### src/rtl/button_conditioner_if.sv
// Button bundle between the raw board pins and the conditioned outputs.
// The master drives the raw pin levels; the slave (the conditioner)
// returns the debounced level and the press/release pulses.
interface button_conditioner_if #(
  parameter int WIDTH = 3
);
  logic [WIDTH-1:0] btn_raw;
  logic [WIDTH-1:0] btn_level;
  logic [WIDTH-1:0] btn_press;
  logic [WIDTH-1:0] btn_release;

  modport master (
    output btn_raw,
    input  btn_level,
    input  btn_press,
    input  btn_release
  );

  modport slave (
    input  btn_raw,
    output btn_level,
    output btn_press,
    output btn_release
  );
endinterface

### src/rtl/button_conditioner.sv
// Push-button conditioner: per channel a 2-flop synchronizer, a debounce
// counter that accepts a new level only after it has persisted DEBOUNCE
// cycles, and registered one-cycle press/release pulses.
// Optional feature macro: BUTTON_CONDITIONER_REPEAT_EN adds per-channel hold
// counters that re-pulse btn_press after REPEAT_DELAY cycles of holding and
// then every REPEAT_PERIOD cycles until release.
module button_conditioner #(
  parameter int WIDTH         = 3,
  parameter int DEBOUNCE      = 50000,
  parameter int CNT_BITS      = 16,
  parameter int ACTIVE_LOW    = 1,
  parameter int REPEAT_DELAY  = 25000000,
  parameter int REPEAT_PERIOD = 5000000
) (
  input  logic                 clock,
  input  logic                 reset,
  button_conditioner_if.slave  btn
);

  // Raw level the pins show while the button is released.
  localparam logic REL_LEVEL = (ACTIVE_LOW != 0);
  localparam logic [CNT_BITS-1:0] CNT_LAST = CNT_BITS'(DEBOUNCE - 1);

  // Elaboration-time sanity checks on the configuration.
  if (DEBOUNCE < 1 || DEBOUNCE > (2 ** CNT_BITS)) begin : g_bad_debounce
    $error("button_conditioner: DEBOUNCE out of range for CNT_BITS");
  end
  if (REPEAT_DELAY < 1 || REPEAT_PERIOD < 1) begin : g_bad_repeat
    $error("button_conditioner: REPEAT_DELAY and REPEAT_PERIOD must be >= 1");
  end

  logic [WIDTH-1:0]    sync1_q;
  logic [WIDTH-1:0]    sync2_q;
  logic [WIDTH-1:0]    pressed_w;
  logic [WIDTH-1:0]    accept_w;
  logic [CNT_BITS-1:0] cnt_q [WIDTH];
  logic [CNT_BITS-1:0] cnt_d [WIDTH];
  logic [WIDTH-1:0]    level_q, level_d;
  logic [WIDTH-1:0]    press_q, press_d;
  logic [WIDTH-1:0]    release_q, release_d;

`ifdef BUTTON_CONDITIONER_REPEAT_EN
  localparam int HOLD_MAX  = (REPEAT_DELAY > REPEAT_PERIOD) ? REPEAT_DELAY : REPEAT_PERIOD;
  localparam int HOLD_BITS = $clog2(HOLD_MAX + 1);
  localparam logic [HOLD_BITS-1:0] DELAY_LAST  = HOLD_BITS'(REPEAT_DELAY - 1);
  localparam logic [HOLD_BITS-1:0] PERIOD_LAST = HOLD_BITS'(REPEAT_PERIOD - 1);

  logic [HOLD_BITS-1:0] hold_q [WIDTH];
  logic [HOLD_BITS-1:0] hold_d [WIDTH];
  // Set once the first (delay) repeat has fired; later repeats use the period.
  logic [WIDTH-1:0]     rpt_q, rpt_d;
`endif

  // Polarity is applied after the synchronizer so the raw pin only ever
  // feeds the first flop.
  assign pressed_w = sync2_q ^ {WIDTH{REL_LEVEL}};

  // A channel accepts its new level on the edge where the count completes.
  always_comb begin
    for (int i = 0; i < WIDTH; i++) begin
      accept_w[i] = (pressed_w[i] != level_q[i]) && (cnt_q[i] == CNT_LAST);
    end
  end

  // Two-flop synchronizer; resets to the released pin level so leaving
  // reset never looks like an edge.
  always_ff @(posedge clock or posedge reset) begin
    if (reset) begin
      sync1_q <= {WIDTH{REL_LEVEL}};
      sync2_q <= {WIDTH{REL_LEVEL}};
    end else begin
      sync1_q <= btn.btn_raw;
      sync2_q <= sync1_q;
    end
  end

  // Next-state for the debounce counters, accepted levels and pulses.
  always_comb begin
    level_d   = level_q;
    press_d   = '0;
    release_d = '0;
    for (int i = 0; i < WIDTH; i++) begin
      cnt_d[i] = cnt_q[i];
      if (pressed_w[i] == level_q[i]) begin
        // Agreement (or a bounce back) discards any partial count.
        cnt_d[i] = '0;
      end else if (accept_w[i]) begin
        level_d[i]   = pressed_w[i];
        cnt_d[i]     = '0;
        press_d[i]   = pressed_w[i];
        release_d[i] = ~pressed_w[i];
      end else begin
        cnt_d[i] = cnt_q[i] + CNT_BITS'(1);
      end
`ifdef BUTTON_CONDITIONER_REPEAT_EN
      hold_d[i] = hold_q[i];
      rpt_d[i]  = rpt_q[i];
      if (!level_q[i] || accept_w[i]) begin
        // Not held, or the release is being accepted now: no repeat, and the
        // release edge takes priority so press/release never coincide.
        hold_d[i] = '0;
        rpt_d[i]  = 1'b0;
      end else if (!rpt_q[i] && hold_q[i] == DELAY_LAST) begin
        press_d[i] = 1'b1;
        hold_d[i]  = '0;
        rpt_d[i]   = 1'b1;
      end else if (rpt_q[i] && hold_q[i] == PERIOD_LAST) begin
        press_d[i] = 1'b1;
        hold_d[i]  = '0;
      end else begin
        hold_d[i] = hold_q[i] + HOLD_BITS'(1);
      end
`endif
    end
  end

  // State and registered outputs; reset drops any debounce in progress.
  always_ff @(posedge clock or posedge reset) begin
    if (reset) begin
      for (int i = 0; i < WIDTH; i++) begin
        cnt_q[i] <= '0;
      end
      level_q   <= '0;
      press_q   <= '0;
      release_q <= '0;
    end else begin
      for (int i = 0; i < WIDTH; i++) begin
        cnt_q[i] <= cnt_d[i];
      end
      level_q   <= level_d;
      press_q   <= press_d;
      release_q <= release_d;
    end
  end

`ifdef BUTTON_CONDITIONER_REPEAT_EN
  // Hold counters for auto-repeat.
  always_ff @(posedge clock or posedge reset) begin
    if (reset) begin
      for (int i = 0; i < WIDTH; i++) begin
        hold_q[i] <= '0;
      end
      rpt_q <= '0;
    end else begin
      for (int i = 0; i < WIDTH; i++) begin
        hold_q[i] <= hold_d[i];
      end
      rpt_q <= rpt_d;
    end
  end
`endif

  assign btn.btn_level   = level_q;
  assign btn.btn_press   = press_q;
  assign btn.btn_release = release_q;

endmodule

### src/flat_wrapper.sv
// flat-port wrapper written by rule: the top's interface ports become plain ports
module button_conditioner_flat 
#(
  parameter int WIDTH         = 3,
  parameter int DEBOUNCE      = 50000,
  parameter int CNT_BITS      = 16,
  parameter int ACTIVE_LOW    = 1,
  parameter int REPEAT_DELAY  = 25000000,
  parameter int REPEAT_PERIOD = 5000000
)
  (clock, reset, btn_btn_raw, btn_btn_level, btn_btn_press, btn_btn_release);
  button_conditioner_if #(.WIDTH(WIDTH)) btn_i ();
  input  logic clock;
  input  logic reset;
  input wire logic [$bits(btn_i.btn_raw)-1:0] btn_btn_raw;
  output wire logic [$bits(btn_i.btn_level)-1:0] btn_btn_level;
  output wire logic [$bits(btn_i.btn_press)-1:0] btn_btn_press;
  output wire logic [$bits(btn_i.btn_release)-1:0] btn_btn_release;
  assign btn_i.btn_raw = btn_btn_raw;
  assign btn_btn_level = btn_i.btn_level;
  assign btn_btn_press = btn_i.btn_press;
  assign btn_btn_release = btn_i.btn_release;
  button_conditioner #(.WIDTH(WIDTH), .DEBOUNCE(DEBOUNCE), .CNT_BITS(CNT_BITS), .ACTIVE_LOW(ACTIVE_LOW), .REPEAT_DELAY(REPEAT_DELAY), .REPEAT_PERIOD(REPEAT_PERIOD)) u_core (.clock(clock), .reset(reset), .btn(btn_i));
endmodule
### config.mk
export PLATFORM = sky130hd
export DESIGN_NAME = button_conditioner_flat
export DESIGN_NICKNAME = d
export VERILOG_FILES = /design/src/rtl/button_conditioner_if.sv /design/src/rtl/button_conditioner.sv /design/src/flat_wrapper.sv
export SDC_FILE = /design/constraint.sdc
export NUM_CORES = 1
export LEC_CHECK = 0
export BUFFER_PORTS_ARGS = -buffer_cell sky130_fd_sc_hd__buf_2
export CORE_MARGIN = 1
export CORE_UTILIZATION = 54
export CTS_CLUSTER_SIZE = 14
export DETAILED_ROUTE_END_ITERATION = 12
export PLACE_DENSITY = 0.74
export SLEW_MARGIN = 10
export SYNTH_ARGS = -nofsm -noshare
export SYNTH_HDL_FRONTEND = slang
export SYNTH_SLANG_ARGS = --single-unit
### constraint.sdc
create_clock -name clock -period 1.7 [get_ports clock]
set_input_delay 0.085 -clock clock [delete_from_list [all_inputs] [get_ports clock]]
set_output_delay 0.085 -clock clock [all_outputs]
set_load 0.01 [all_outputs]
Word-level counts from Yosys, hierarchy flattened
Cells that the tools add are included.
{"block": "op_classes", "n_bitwise": 7, "order_cmp": 0, "n_reduce_logical": 6, "muxes": 18, "n_eq_ne": 9, "mul": 0, "n_shift": 0, "div_mod_pow": 0, "add_sub_neg": 3}
{"cell": "$mux W16", "n": 6}
{"cell": "$add A16 B1 Y16 const B", "n": 3}
{"cell": "$eq A16 B16 Y1 const B", "n": 3}
{"cell": "$mux W1", "n": 12}
{"cell": "$not A1 Y1", "n": 6}
{"cell": "$reduce_and A2 Y1", "n": 3}
{"cell": "$eq A1 B1 Y1", "n": 3}
{"cell": "$logic_and A1 B1 Y1", "n": 3}
{"cell": "$ne A1 B1 Y1", "n": 3}
{"cell": "$not A3 Y3", "n": 1}
{"block": "totals", "inputBits": 5, "wordCells": 53, "ff_bits": 63, "latchBits": 0, "rom_bits": 0, "memories": 0, "mem_bits_rw": 0}

Logic depth before layout (Yosys ltp)
{"block": "depth", "word_depth": 5, "depth_mapped": 6}

Worst setup path before layout
No wires, ideal clock.
{"block": "synth_timing", "path_kind": "flip-flop to flip-flop", "start": "reg u_core.cnt_q[5] in the netlist's numbering", "end": "reg u_core.cnt_q[15] in the netlist's numbering", "required_ns": 1.622, "t_arrival_ns": 1.507, "slack_ns": 0.115, "stages_incl_launch_ff": 5, "path_buffers": 0, "cell_sequence": "dfrtp_1 -> nand3_2 -> or3_1 -> or4_1 -> a21oi_1"}
{"item": "from (decl)", "line_no": "button_conditioner.sv:36", "text": "logic [CNT_BITS-1:0] cnt_q [WIDTH];"}
{"item": "from (signal, indexed assignment)", "line_no": "button_conditioner.sv:128", "text": "cnt_q[i] <= cnt_d[i];"}

==> summary.txt <==
Run status
  • Outcome: complete, no violations

Finish
  • Finished Layout Cells: 384
  • # nets final: 320
  • Area of the multi-input gates: 0.00121 mm2
  • Layout fillers: 399
  • Util after Layout: 69.1%
  • Area growth syn-to-layout: 18.9%
  • # diodes: 0
  • Layout cell share with drive strength beyond 1: 17.0%
  • Final instance area: 0.00337 mm2
  • Seq. cell area: 0.00159 mm2

Place
  • RePlAce Congestion: 0.843
  • Worst slack, placed: 0.0869 ns
  • Detailed placement HPWL: 3.30 mm
  • Placed insts: 364
  • Port bufs: 13
  • Post-DP Area: 0.00309 mm2

Setup path
  • Crit Path Class: flip-flop to flip-flop
  • CP max FO: 6
  • Reg2reg start: u_core.cnt_q[41]
  • R2r worst-path depth: 4
  • R2R Path End: u_core.cnt_q[47]
  • CP startpoint kind: flip-flop
  • Critical Path End Type: flip-flop
  • CP endpoint: u_core.cnt_q[47]
  • Worst Setup SP: u_core.cnt_q[41]
  • Worst path required time: 1.97 ns
  • WP data arrival: 1.87 ns
  • R2R setup slack: 0.1 ns

STA
  • Final hold violations: 0
  • Worst slew pin tran: 0.365 ns
  • FMAX: 0.623 GHz
  • Count of pins over their slew limit: 0
  • Setup tns final: 0 ns
  • Max-slew headroom: 75.4%
  • Setup ws final: 0.0956 ns
  • Period utilization: 94.4%
  • Setup Skew: 0.00599 ns
  • Final setup violation count: 0
  • Final min period: 1.60 ns

Clock tree
  • Max clock buf depth: 2
  • Worst skew pair latency: 0.34 ns
  • Root Driver: clkbuf_8
  • Total CTS buffers: 9
  • H-tree depth: 3
  • # clock sinks: 63
  • Clk pin slew, worst setup/hold paths: 0.07 ns
  • Post-CTS Repair Setup Buffers: 0
  • CTS tree: yes

Power and ir drop
  • Clk pwr share: 46.7%
  • Internal power: 2.48 mW
  • Max VDD drop: 0.000643 V
  • Flop pwr share: 49.8%
  • Combinational share of power: 3.5%
  • Pleak: 1.38 nW
  • Power density over cell area: 927 mW/mm2
  • Net Switching: 643 uW
  • Switching Share: 20.6%

Die
  • Starting Density: 58.1%
  • DIE AREA: 0.00554 mm2
  • CORE AREA: 0.00488 mm2
  • Die width: 74.4 um
  • Row Count: 25
  • Boundary pin count: 14
  • Chip height: 74.4 um

Logic synthesis
  • Main synth FF type: dfrtp_1
  • Post-synthesis instance total: 277
  • Mapped cell area: 0.00283 mm2
  • Post-synth EDFFs: 0
  • Yosys cell types: 26
  • Number of synthesized register bits: 63
  • Share of flip-flops with an asynchronous set or reset: 100%
  • Synth Warn #: 0
  • Mapped Nets: 285
  • Seq/Total Area, Yosys: 55.9%
  • Synthesized area per cell: 10.2 um2

Route
  • DRC Markers: 0
  • DRT Wirelength: 5.19 mm
  • Final ANT Viol Nets: 0
  • Via count: 2,033
  • Vias/cell: 5.29
  • TritonRoute pass-1 iters: 4
  • Initial DRC count: 148
  • WL/cell: 13.5 um

Global routing
  • Grt ovf: 0
  • Global routing usage on met2: 32.5%
  • Layer carrying the most global-route usage: met2
  • Total GRT Usage: 22.1%
  • Initial antenna violation count: 0
  • Vias in the first global route: 1,928
  • Pin count of the biggest net entering global routing: 64
  • GRT met1 Usage: 28.4%
  • First-pass GRT wire length: 8.82 mm
  • GRT met3 Usage: 9.35%

Flow run
  • Max cap viols: 0

Hold path
  • Hold WC Path Type: flip-flop to flip-flop
==> power groups by stage <==
| stage | Clock, mW | Combinational [mW] | Sequential, mW |
|---|---|---|---|
| 2_1_floorplan | 0 | 0.0635 | 1.58 |
| 3_3_place_gp | 0 | 0.102 | 1.58 |
| 3_5_place_dp | 0 | 0.103 | 1.58 |
| 4_1_cts | 1.50 | 0.112 | 1.55 |
| 5_1_grt | 1.57 | 0.126 | 1.56 |
| 6_report | 1.46 | 0.110 | 1.55 |
==> cells by family (layout without fill, tap and decap cells) <==
logic type / Yosys count / after routing / share of synthesized area [%]
compound gates: 9 / 9 / 1.77
xor+xnor: 43 / 43 / 13.3
fa+ha+maj: 3 / 3 / 1.33
buf+inv: 11 / 51 / 1.59
flops: 63 / 63 / 55.9
simple gates: 148 / 148 / 26.1
==> per-layer routing <==
layer | up-vias | wire length [um] | share of wire, %
li1 | 1022 | - | -
met1 | 966 | 2470 | 48
met2 | 36 | 2370 | 46
met3 | 9 | 242 | 4.7
met4 | 0 | 106 | 2.0
met5 | - | 0 | 0
==> state kept, by name, summed over array words and instances (netlist names) <==
name	count
u_core.btn.btn_level	3
u_core.btn.btn_press	3
u_core.btn.btn_release	3
u_core.cnt_q	48
u_core.sync1_q	3
u_core.sync2_q	3
==> worst min path at each step <==
stage / slack (ns) / start / depth (start not counted) / end
finish: 0.35 / u_core.sync1_q[2] / 0 / u_core.sync2_q[2]
global route: 0.36 / u_core.sync1_q[2] / 0 / u_core.sync2_q[2]
CTS: 0.35 / u_core.sync1_q[2] / 0 / u_core.sync2_q[2]
detailed placement: 0.18 / reset / 3 / u_core.cnt_q[37]
global placement: 0.17 / reset / 3 / u_core.cnt_q[37]
floorplan: 0.09 / btn_btn_raw[0] / 0 / u_core.sync1_q[0]
==> layout make-up <==
cell class | count | area share, %
Clock buffer | 13 | 4.72
Clock inverter | 3 | 1.93
Sequential cell | 63 | 47.1
Timing Repair Buffer | 29 | 7.02
Tap cell | 67 | 2.49
Inverter | 6 | 0.668
Multi-Input combinational cell | 203 | 36.1
==> metrics by stage <==
| stage | hold WS [ns] | power [mW] |
|---|---|---|
| 6_report | 0.350 | 3.12 |
| 5_1_grt | 0.356 | 3.25 |
| 4_1_cts | 0.353 | 3.16 |
| 3_5_place_dp | 0.175 | 1.68 |
| 3_3_place_gp | 0.170 | 1.68 |
| 2_1_floorplan | 0.0895 | 1.64 |
==> layout by cell type, fill, tap and decap left out, drive strengths merged, types with 7 or more instances in the layout <==
master  synthesis  routed
dfrtp          57      57
nor2           54      54
xnor2          37      37
buf             3      25
nand2          20      20
nor3           15      15
nand4          15      15
nand3          15      15
clkbuf          2      13
nor4           10      10
and3            7       7
==> cell usage after synthesis (all sizes together) (3+ instances only) <==
cell type   n  area [um2]
xnor2      37         324
buf         3        15.0
ha          3        37.5
nand4      15         100
nor4       10        62.6
xor2        6        52.6
nor2       54         203
nor3       15        75.1
nor4b       3        26.3
o21ai       5        25.0
and3        7        43.8
nor4bb      4        40.0
dfrtp      57        1430
inv         6        22.5
nand3      15        80.1
nand2      20        75.1
dfstp       6         158
==> what timing repair did <==
action / in CTS / in global routing
setup endpoints to repair: 0 / 14
hold buffers: 4 / 0
resized for setup: 0 / 7
endpoints found under the hold margin: 60 / 0
==> critical path, stage by stage (launching register included) <==
cell,delay [ns]
dfrtp_1,0.42
nand4_1,0.16
or3_1,0.40
or4_1,0.40
a21oi_1,0.15
(Power assumes the default switching activity.)
